[src/rtl/cam_frame_crop_if.sv]
// Pixel stream interface for cam_frame_crop: the qualified camera input stream,
// the cropped SOF/EOL-tagged output stream and the per-frame geometry report.
interface cam_frame_crop_if #(
  parameter int CW = 12
);
  logic          in_vsync;
  logic          in_href;
  logic          in_valid;
  logic [15:0]   in_data;
  logic          out_valid;
  logic [15:0]   out_data;
  logic          out_sof;
  logic          out_eol;
  logic [CW-1:0] meas_width;
  logic [CW-1:0] meas_height;
  logic          meas_update;
  logic          frame_err;

  modport master (
    output in_vsync, in_href, in_valid, in_data,
    input  out_valid, out_data, out_sof, out_eol,
    input  meas_width, meas_height, meas_update, frame_err
  );

  modport slave (
    input  in_vsync, in_href, in_valid, in_data,
    output out_valid, out_data, out_sof, out_eol,
    output meas_width, meas_height, meas_update, frame_err
  );
endinterface

[src/rtl/cam_frame_crop.sv]
// Crops a fixed window out of the RGB565 camera stream, tags it with SOF/EOL,
// and measures each incoming frame's width/height with a malformed-frame flag.
module cam_frame_crop #(
  parameter int X_START = 0,
  parameter int Y_START = 0,
  parameter int CROP_W  = 640,
  parameter int CROP_H  = 480,
  parameter int CW      = 12
) (
  input logic             cam_pclk,
  input logic             cam_data_asy_rst,
  cam_frame_crop_if.slave bus
);

  typedef enum logic [0:0] {
    WAIT_SOF = 1'b0,
    ACTIVE   = 1'b1
  } state_t;

  localparam int X_HI_I   = X_START + CROP_W;
  localparam int Y_HI_I   = Y_START + CROP_H;
  localparam int X_LAST_I = X_START + CROP_W - 1;

  localparam logic [CW:0]   X_LO   = X_START[CW:0];
  localparam logic [CW:0]   Y_LO   = Y_START[CW:0];
  localparam logic [CW:0]   X_SPAN = CROP_W[CW:0];
  localparam logic [CW:0]   Y_SPAN = CROP_H[CW:0];
  localparam logic [CW:0]   X_HI   = X_HI_I[CW:0];
  localparam logic [CW:0]   Y_HI   = Y_HI_I[CW:0];
  localparam logic [CW:0]   X_LAST = X_LAST_I[CW:0];
  localparam logic [CW-1:0] ZERO   = {CW{1'b0}};
  localparam logic [CW-1:0] ONE    = {{(CW-1){1'b0}}, 1'b1};
  localparam logic [CW-1:0] CNT_MAX = {CW{1'b1}};

  function automatic logic [CW-1:0] sat_inc(input logic [CW-1:0] v);
    return (v == CNT_MAX) ? v : v + ONE;
  endfunction

  logic [1:0]    rst_sync_r;
  logic          rst;
  state_t        state_r, state_nxt;
  logic          valid_d_r, href_d_r;
  logic [CW-1:0] x_r, y_r, ref_w_r;
  logic          have_ref_r, line_err_r;
  logic          out_valid_r, out_sof_r, out_eol_r;
  logic [15:0]   out_data_r;
  logic [CW-1:0] meas_width_r, meas_height_r;
  logic          meas_update_r, frame_err_r;

  logic          active_s, taken_s, href_rise_s, line_end_s, line_done_s;
  logic          close_s, width_bad_s, err_eff_s, crop_hit_s, x_in_s, y_in_s;
  logic [CW-1:0] x_inc_s, x_eff_s, y_new_s, ref_eff_s;

  // Async assert, 2-flop synchronized release of the internal reset.
  always_ff @(posedge cam_pclk or posedge cam_data_asy_rst) begin
    if (cam_data_asy_rst) begin
      rst_sync_r <= 2'b11;
    end else begin
      rst_sync_r <= {rst_sync_r[0], 1'b0};
    end
  end

  assign rst = rst_sync_r[1];

  // Frame FSM state register.
  always_ff @(posedge cam_pclk or posedge rst) begin
    if (rst) begin
      state_r <= WAIT_SOF;
    end else begin
      state_r <= state_nxt;
    end
  end

  // Frame FSM next state: the first vsync arms the block, later ones close frames.
  always_comb begin
    state_nxt = state_r;
    case (state_r)
      WAIT_SOF: begin
        if (bus.in_vsync) begin
          state_nxt = ACTIVE;
        end else begin
          state_nxt = WAIT_SOF;
        end
      end
      ACTIVE:  state_nxt = ACTIVE;
      default: state_nxt = WAIT_SOF;
    endcase
  end

  // A line counts as finished when href falls, or when vsync cuts an open line short.
  always_comb begin
    active_s    = (state_r == ACTIVE);
    taken_s     = valid_d_r & active_s;
    href_rise_s = bus.in_href & ~href_d_r;
    line_end_s  = href_d_r & (~bus.in_href | bus.in_vsync);
    close_s     = active_s & bus.in_vsync;
    x_inc_s     = sat_inc(x_r);
    x_eff_s     = taken_s ? x_inc_s : x_r;
    line_done_s = active_s & line_end_s & (x_eff_s != ZERO);
    y_new_s     = line_done_s ? sat_inc(y_r) : y_r;
    width_bad_s = line_done_s & have_ref_r & (x_eff_s != ref_w_r);
    ref_eff_s   = (line_done_s & ~have_ref_r) ? x_eff_s : ref_w_r;
    err_eff_s   = line_err_r | width_bad_s;
    // Offset compare: positions left of the window wrap to huge values.
    x_in_s      = (({1'b0, x_r} - X_LO) < X_SPAN);
    y_in_s      = (({1'b0, y_r} - Y_LO) < Y_SPAN);
    crop_hit_s  = taken_s & x_in_s & y_in_s;
  end

  // Input qualifier delays used for pixel taking and href edge detection.
  always_ff @(posedge cam_pclk or posedge rst) begin
    if (rst) begin
      valid_d_r <= 1'b0;
      href_d_r  <= 1'b0;
    end else begin
      valid_d_r <= bus.in_valid;
      href_d_r  <= bus.in_href;
    end
  end

  // Column/line counters and line-width consistency tracking.
  always_ff @(posedge cam_pclk or posedge rst) begin
    if (rst) begin
      x_r        <= ZERO;
      y_r        <= ZERO;
      ref_w_r    <= ZERO;
      have_ref_r <= 1'b0;
      line_err_r <= 1'b0;
    end else if (bus.in_vsync) begin
      x_r        <= ZERO;
      y_r        <= ZERO;
      ref_w_r    <= ZERO;
      have_ref_r <= 1'b0;
      line_err_r <= 1'b0;
    end else if (active_s) begin
      if (href_rise_s) begin
        x_r <= ZERO;
      end else begin
        x_r <= x_eff_s;
      end
      y_r        <= y_new_s;
      ref_w_r    <= ref_eff_s;
      have_ref_r <= have_ref_r | line_done_s;
      line_err_r <= err_eff_s;
    end else begin
      x_r <= x_r;
    end
  end

  // Frame close: publish geometry of the frame that just ended.
  always_ff @(posedge cam_pclk or posedge rst) begin
    if (rst) begin
      meas_width_r  <= ZERO;
      meas_height_r <= ZERO;
      meas_update_r <= 1'b0;
      frame_err_r   <= 1'b0;
    end else begin
      meas_update_r <= close_s;
      if (close_s) begin
        meas_width_r  <= ref_eff_s;
        meas_height_r <= y_new_s;
        frame_err_r   <= err_eff_s | ({1'b0, ref_eff_s} < X_HI) | ({1'b0, y_new_s} < Y_HI);
      end
    end
  end

  // Registered cropped output; data holds the last emitted pixel between strobes.
  always_ff @(posedge cam_pclk or posedge rst) begin
    if (rst) begin
      out_valid_r <= 1'b0;
      out_sof_r   <= 1'b0;
      out_eol_r   <= 1'b0;
      out_data_r  <= 16'h0000;
    end else begin
      out_valid_r <= crop_hit_s;
      out_sof_r   <= crop_hit_s & ({1'b0, x_r} == X_LO) & ({1'b0, y_r} == Y_LO);
      out_eol_r   <= crop_hit_s & ({1'b0, x_r} == X_LAST);
      if (crop_hit_s) begin
        out_data_r <= bus.in_data;
      end
    end
  end

  assign bus.out_valid   = out_valid_r;
  assign bus.out_data    = out_data_r;
  assign bus.out_sof     = out_sof_r;
  assign bus.out_eol     = out_eol_r;
  assign bus.meas_width  = meas_width_r;
  assign bus.meas_height = meas_height_r;
  assign bus.meas_update = meas_update_r;
  assign bus.frame_err   = frame_err_r;

endmodule

[src/flat_wrapper.sv]
// flat-port wrapper written by rule: the top's interface ports become plain ports
module cam_frame_crop_flat 
#(
  parameter int X_START = 0,
  parameter int Y_START = 0,
  parameter int CROP_W  = 640,
  parameter int CROP_H  = 480,
  parameter int CW      = 12
)
  (cam_pclk, cam_data_asy_rst, bus_in_vsync, bus_in_href, bus_in_valid, bus_in_data, bus_out_valid, bus_out_data, bus_out_sof, bus_out_eol, bus_meas_width, bus_meas_height, bus_meas_update, bus_frame_err);
  cam_frame_crop_if #(.CW(CW)) bus_i ();
  input logic cam_pclk;
  input logic cam_data_asy_rst;
  input wire logic [$bits(bus_i.in_vsync)-1:0] bus_in_vsync;
  input wire logic [$bits(bus_i.in_href)-1:0] bus_in_href;
  input wire logic [$bits(bus_i.in_valid)-1:0] bus_in_valid;
  input wire logic [$bits(bus_i.in_data)-1:0] bus_in_data;
  output wire logic [$bits(bus_i.out_valid)-1:0] bus_out_valid;
  output wire logic [$bits(bus_i.out_data)-1:0] bus_out_data;
  output wire logic [$bits(bus_i.out_sof)-1:0] bus_out_sof;
  output wire logic [$bits(bus_i.out_eol)-1:0] bus_out_eol;
  output wire logic [$bits(bus_i.meas_width)-1:0] bus_meas_width;
  output wire logic [$bits(bus_i.meas_height)-1:0] bus_meas_height;
  output wire logic [$bits(bus_i.meas_update)-1:0] bus_meas_update;
  output wire logic [$bits(bus_i.frame_err)-1:0] bus_frame_err;
  assign bus_i.in_vsync = bus_in_vsync;
  assign bus_i.in_href = bus_in_href;
  assign bus_i.in_valid = bus_in_valid;
  assign bus_i.in_data = bus_in_data;
  assign bus_out_valid = bus_i.out_valid;
  assign bus_out_data = bus_i.out_data;
  assign bus_out_sof = bus_i.out_sof;
  assign bus_out_eol = bus_i.out_eol;
  assign bus_meas_width = bus_i.meas_width;
  assign bus_meas_height = bus_i.meas_height;
  assign bus_meas_update = bus_i.meas_update;
  assign bus_frame_err = bus_i.frame_err;
  cam_frame_crop #(.X_START(X_START), .Y_START(Y_START), .CROP_W(CROP_W), .CROP_H(CROP_H), .CW(CW)) u_core (.cam_pclk(cam_pclk), .cam_data_asy_rst(cam_data_asy_rst), .bus(bus_i));
endmodule
[config.mk]
export PLATFORM = sky130hd
export DESIGN_NAME = cam_frame_crop_flat
export DESIGN_NICKNAME = d
export VERILOG_FILES = /design/src/rtl/cam_frame_crop_if.sv /design/src/rtl/cam_frame_crop.sv /design/src/flat_wrapper.sv
export SDC_FILE = /design/constraint.sdc
export NUM_CORES = 1
export LEC_CHECK = 0
export BUFFER_PORTS_ARGS = -buffer_cell sky130_fd_sc_hd__buf_2
export CAP_MARGIN = 20
export CORE_MARGIN = 3
export CORE_UTILIZATION = 57
export DETAILED_ROUTE_END_ITERATION = 6
export PLACE_DENSITY = 0.8
export REMOVE_ABC_BUFFERS = 1
export SKIP_CTS_REPAIR_TIMING = 1
export SLEW_MARGIN = 20
export SYNTH_ARGS = -nofsm -noshare
export SYNTH_HDL_FRONTEND = slang
export SYNTH_SLANG_ARGS = --single-unit
export TNS_END_PERCENT = 100
[constraint.sdc]
create_clock -name cam_pclk -period 2.9 [get_ports cam_pclk]
set_input_delay 0.29 -clock cam_pclk [delete_from_list [all_inputs] [get_ports cam_pclk]]
set_output_delay 0.29 -clock cam_pclk [all_outputs]
set_load 0.01 [all_outputs]
==> metrics <==
status=finished with violations; failing checks=setup timing; Syn Inst Count=458; main combinational cell family by area after synthesis=simple AND/OR/NAND/NOR gates; Leak=0.00266 uW; Residual DRC=0; final RePlAce weighted congestion=0.928; grt total ovfl=0; adder-cell area share of the yosys netlist=1.17%; area grow syn2layout=25.3%; # rows=31; Worst Setup Start Kind=flip-flop; global-route wire length before repair=17.1 mm; WS Path Type=flip-flop to flip-flop; # setup viols final=3; Slew @ Worst Pin=787 ps; htree depth=3; pre-CTS setup slack=-247 ps; complex-gate fraction of the synthesized area=10.8%; leading cell types by count after synthesis=nand2_1 (99), dfrtp_1 (86), nor2_1 (40); RSZ-0062 raised after global routing=true; Root Driver=clkbuf_8; vias per inst=5.71; remaining antenna violation count after routing=0; Vias=3792; EDFF count, synth=0; flop2flop setup slack=-80 ps; top_reg_cell synth=dfrtp_1; I/O pin total=66; fin crit period=2980 ps; Async S/R FF share, synth=100%; share of the synthesized area in the top cell type=50.1%; layout cells sized above 1=30.3%; 1st-pass router iterations=5; CP required=3160 ps; Die H=92.8 um; clk_skew=11.0 ps; count leader, synth=nand2_1; critical path endpoint category=flip-flop; biggest area consumer among synthesized cells=dfrtp_1; clk_lat worst skew=370 ps; Pwr Total=2350 uW; WL final=10.7 mm; max-cap violation count=0; pwr dens=437 nW/um^2; gr usage total=25.3%; CP arrival=3240 ps; nets=585; hpwl dp=7.51 mm; ant diodes=0; flop and latch count out of synthesis=88; TritonCTS Buffers=9; synth warn=0; final period utilization=103%; vias in the first global route=3724; Max IR drop VDD=0.363 mV; Die X=92.8 um; Sink Count=88; core area=7290 um^2; synth unique cells=52; synthesized area per cell=9.37 um^2; Initial DRC Count=302; largest net degree at the start of global routing=49; initial core utilization=58.9%; post-synthesis mux area share=5.69%; I/O Buffers=65; Simple-Gate Fraction of Synth Area=22.7%; Max-slew headroom=47.5%; final setup margin=-83.0 ps; CTS tree=done; worst-path fanout max=7; xor and xnor fraction of the mapped netlist area=4.29%; sequential share of the synthesized area=51.4%; max-slew violation count=0; final hold violations=0; buffer levels on the longest clock path=2; Avg WL per Cell=16.1 um; antenna violations before repair=0; clock slew at reported path FFs=90 ps; worst hold path type=input port to flip-flop; mapped cell area=4290 um^2; FMAX=335 MHz; Synth area leaders=dfrtp_1 (50%), nand2_1 (8.7%), mux2i_1 (3.5%); die footprint=8610 um^2
sequential cells by signal, indices dropped and copies added (netlist names), 2 cells and up:
name	count
u_core.bus.meas_width	12
u_core.x_r	12
u_core.rst_sync_r	2
u_core.ref_w_r	12
u_core.y_r	12
u_core.bus.meas_height	12
u_core.bus.out_data	16
worst max-delay path, stage by stage, from the launching register on:
cell       delay [ps]
dfrtp_1           360
ha_2              210
nand4_4           110
buf_6             150
o41a_1            470
a31oi_2           220
a2111oi_4          90
a41oi_2           190
buf_6             150
and4_4            250
nand3_1           100
mux2_4            320
mux2_2            270
layer usage:
metal,GRT usage (%),wire (um),up-vias
li1,-,-,1762
met5,0,0,-
met2,43.8,5460,135
met4,8.55,209,0
met1,31.0,4340,1869
met3,5.93,666,26
where the power goes:
part / leakage (uW) / switching [uW] / internal (uW) / total [uW]
clock: 0.0000822 / 436 / 339 / 775
combinational: 0.00141 / 166 / 110 / 276
sequential: 0.00117 / 26.1 / 1270 / 1300
stage by stage:
stage	area [um^2]	std cells	utilization [%]	setup TNS, ps	hold WS [ps]
final	5380	664	73.7	-183	35.2
after global routing	5380	664	73.7	-932	27.1
after CTS	5170	660	70.9	-2730	-66.2
after detailed placement	4990	644	68.4	-2060	321
after global placement	4990	644	68.4	-777	310
after floorplan	4170	431	-	-26500	202
cell type report:
| type | count | area (um^2) |
|---|---|---|
| clock inverters | 5 | 40.0 |
| clock buffers | 11 | 141 |
| inverters | 12 | 46.3 |
| multi-input cells | 331 | 2080 |
| fillers | 549 | 1920 |
| flip-flops and latches | 88 | 2200 |
| repair buffers | 118 | 737 |
| well taps | 99 | 124 |
cell usage in the layout, fill, tap and decap left out, types with 3 or more instances in the layout:
master	n
nand2_1	99
dfrtp_1	86
buf_2	65
buf_4	49
nor2_1	40
o21ai_0	24
nand3_1	14
o21ai_1	12
mux2i_1	11
inv_1	10
xnor2_1	10
clkbuf_8	10
xor2_1	8
nand4_1	7
a22o_1	7
and2_1	6
mux2_2	5
nor3_1	5
a31oi_1	5
and4_1	4
nand2b_1	4
nor2b_1	4
a21oi_1	4
nor4_1	4
mux2_4	3
ha_1	3
clkinvlp_4	3
buf_6	3
cells by family after synthesis:
family,count (synthesis)
AO/OA/AOI/OAI,72
XOR/XNOR,21
adder cells (fa/ha/maj),4
buffers and inverters,39
flip-flops,88
multiplexers,23
other,1
AND/OR/NAND/NOR,210
path summary, 6_finish.rpt:
| path | start | endpoint | cells past startpoint |
|---|---|---|---|
| setup / recovery | u_core.x_r[1] | u_core.bus.meas_height[11] | 12 |
| hold / removal | bus_in_valid | u_core.valid_d_r | 1 |
| setup reg to reg | u_core.x_r[1] | u_core.bus.meas_height[11] | 12 |
| hold reg to reg | u_core.rst_sync_r[0] | u_core.rst_sync_r[1] | 0 |
| max in group asynchronous | u_core.rst_sync_r[1] | u_core.bus.out_data[2] | 2 |
| min in group asynchronous | u_core.rst_sync_r[1] | u_core.y_r[5] | 1 |
(Power assumes the default switching activity.)
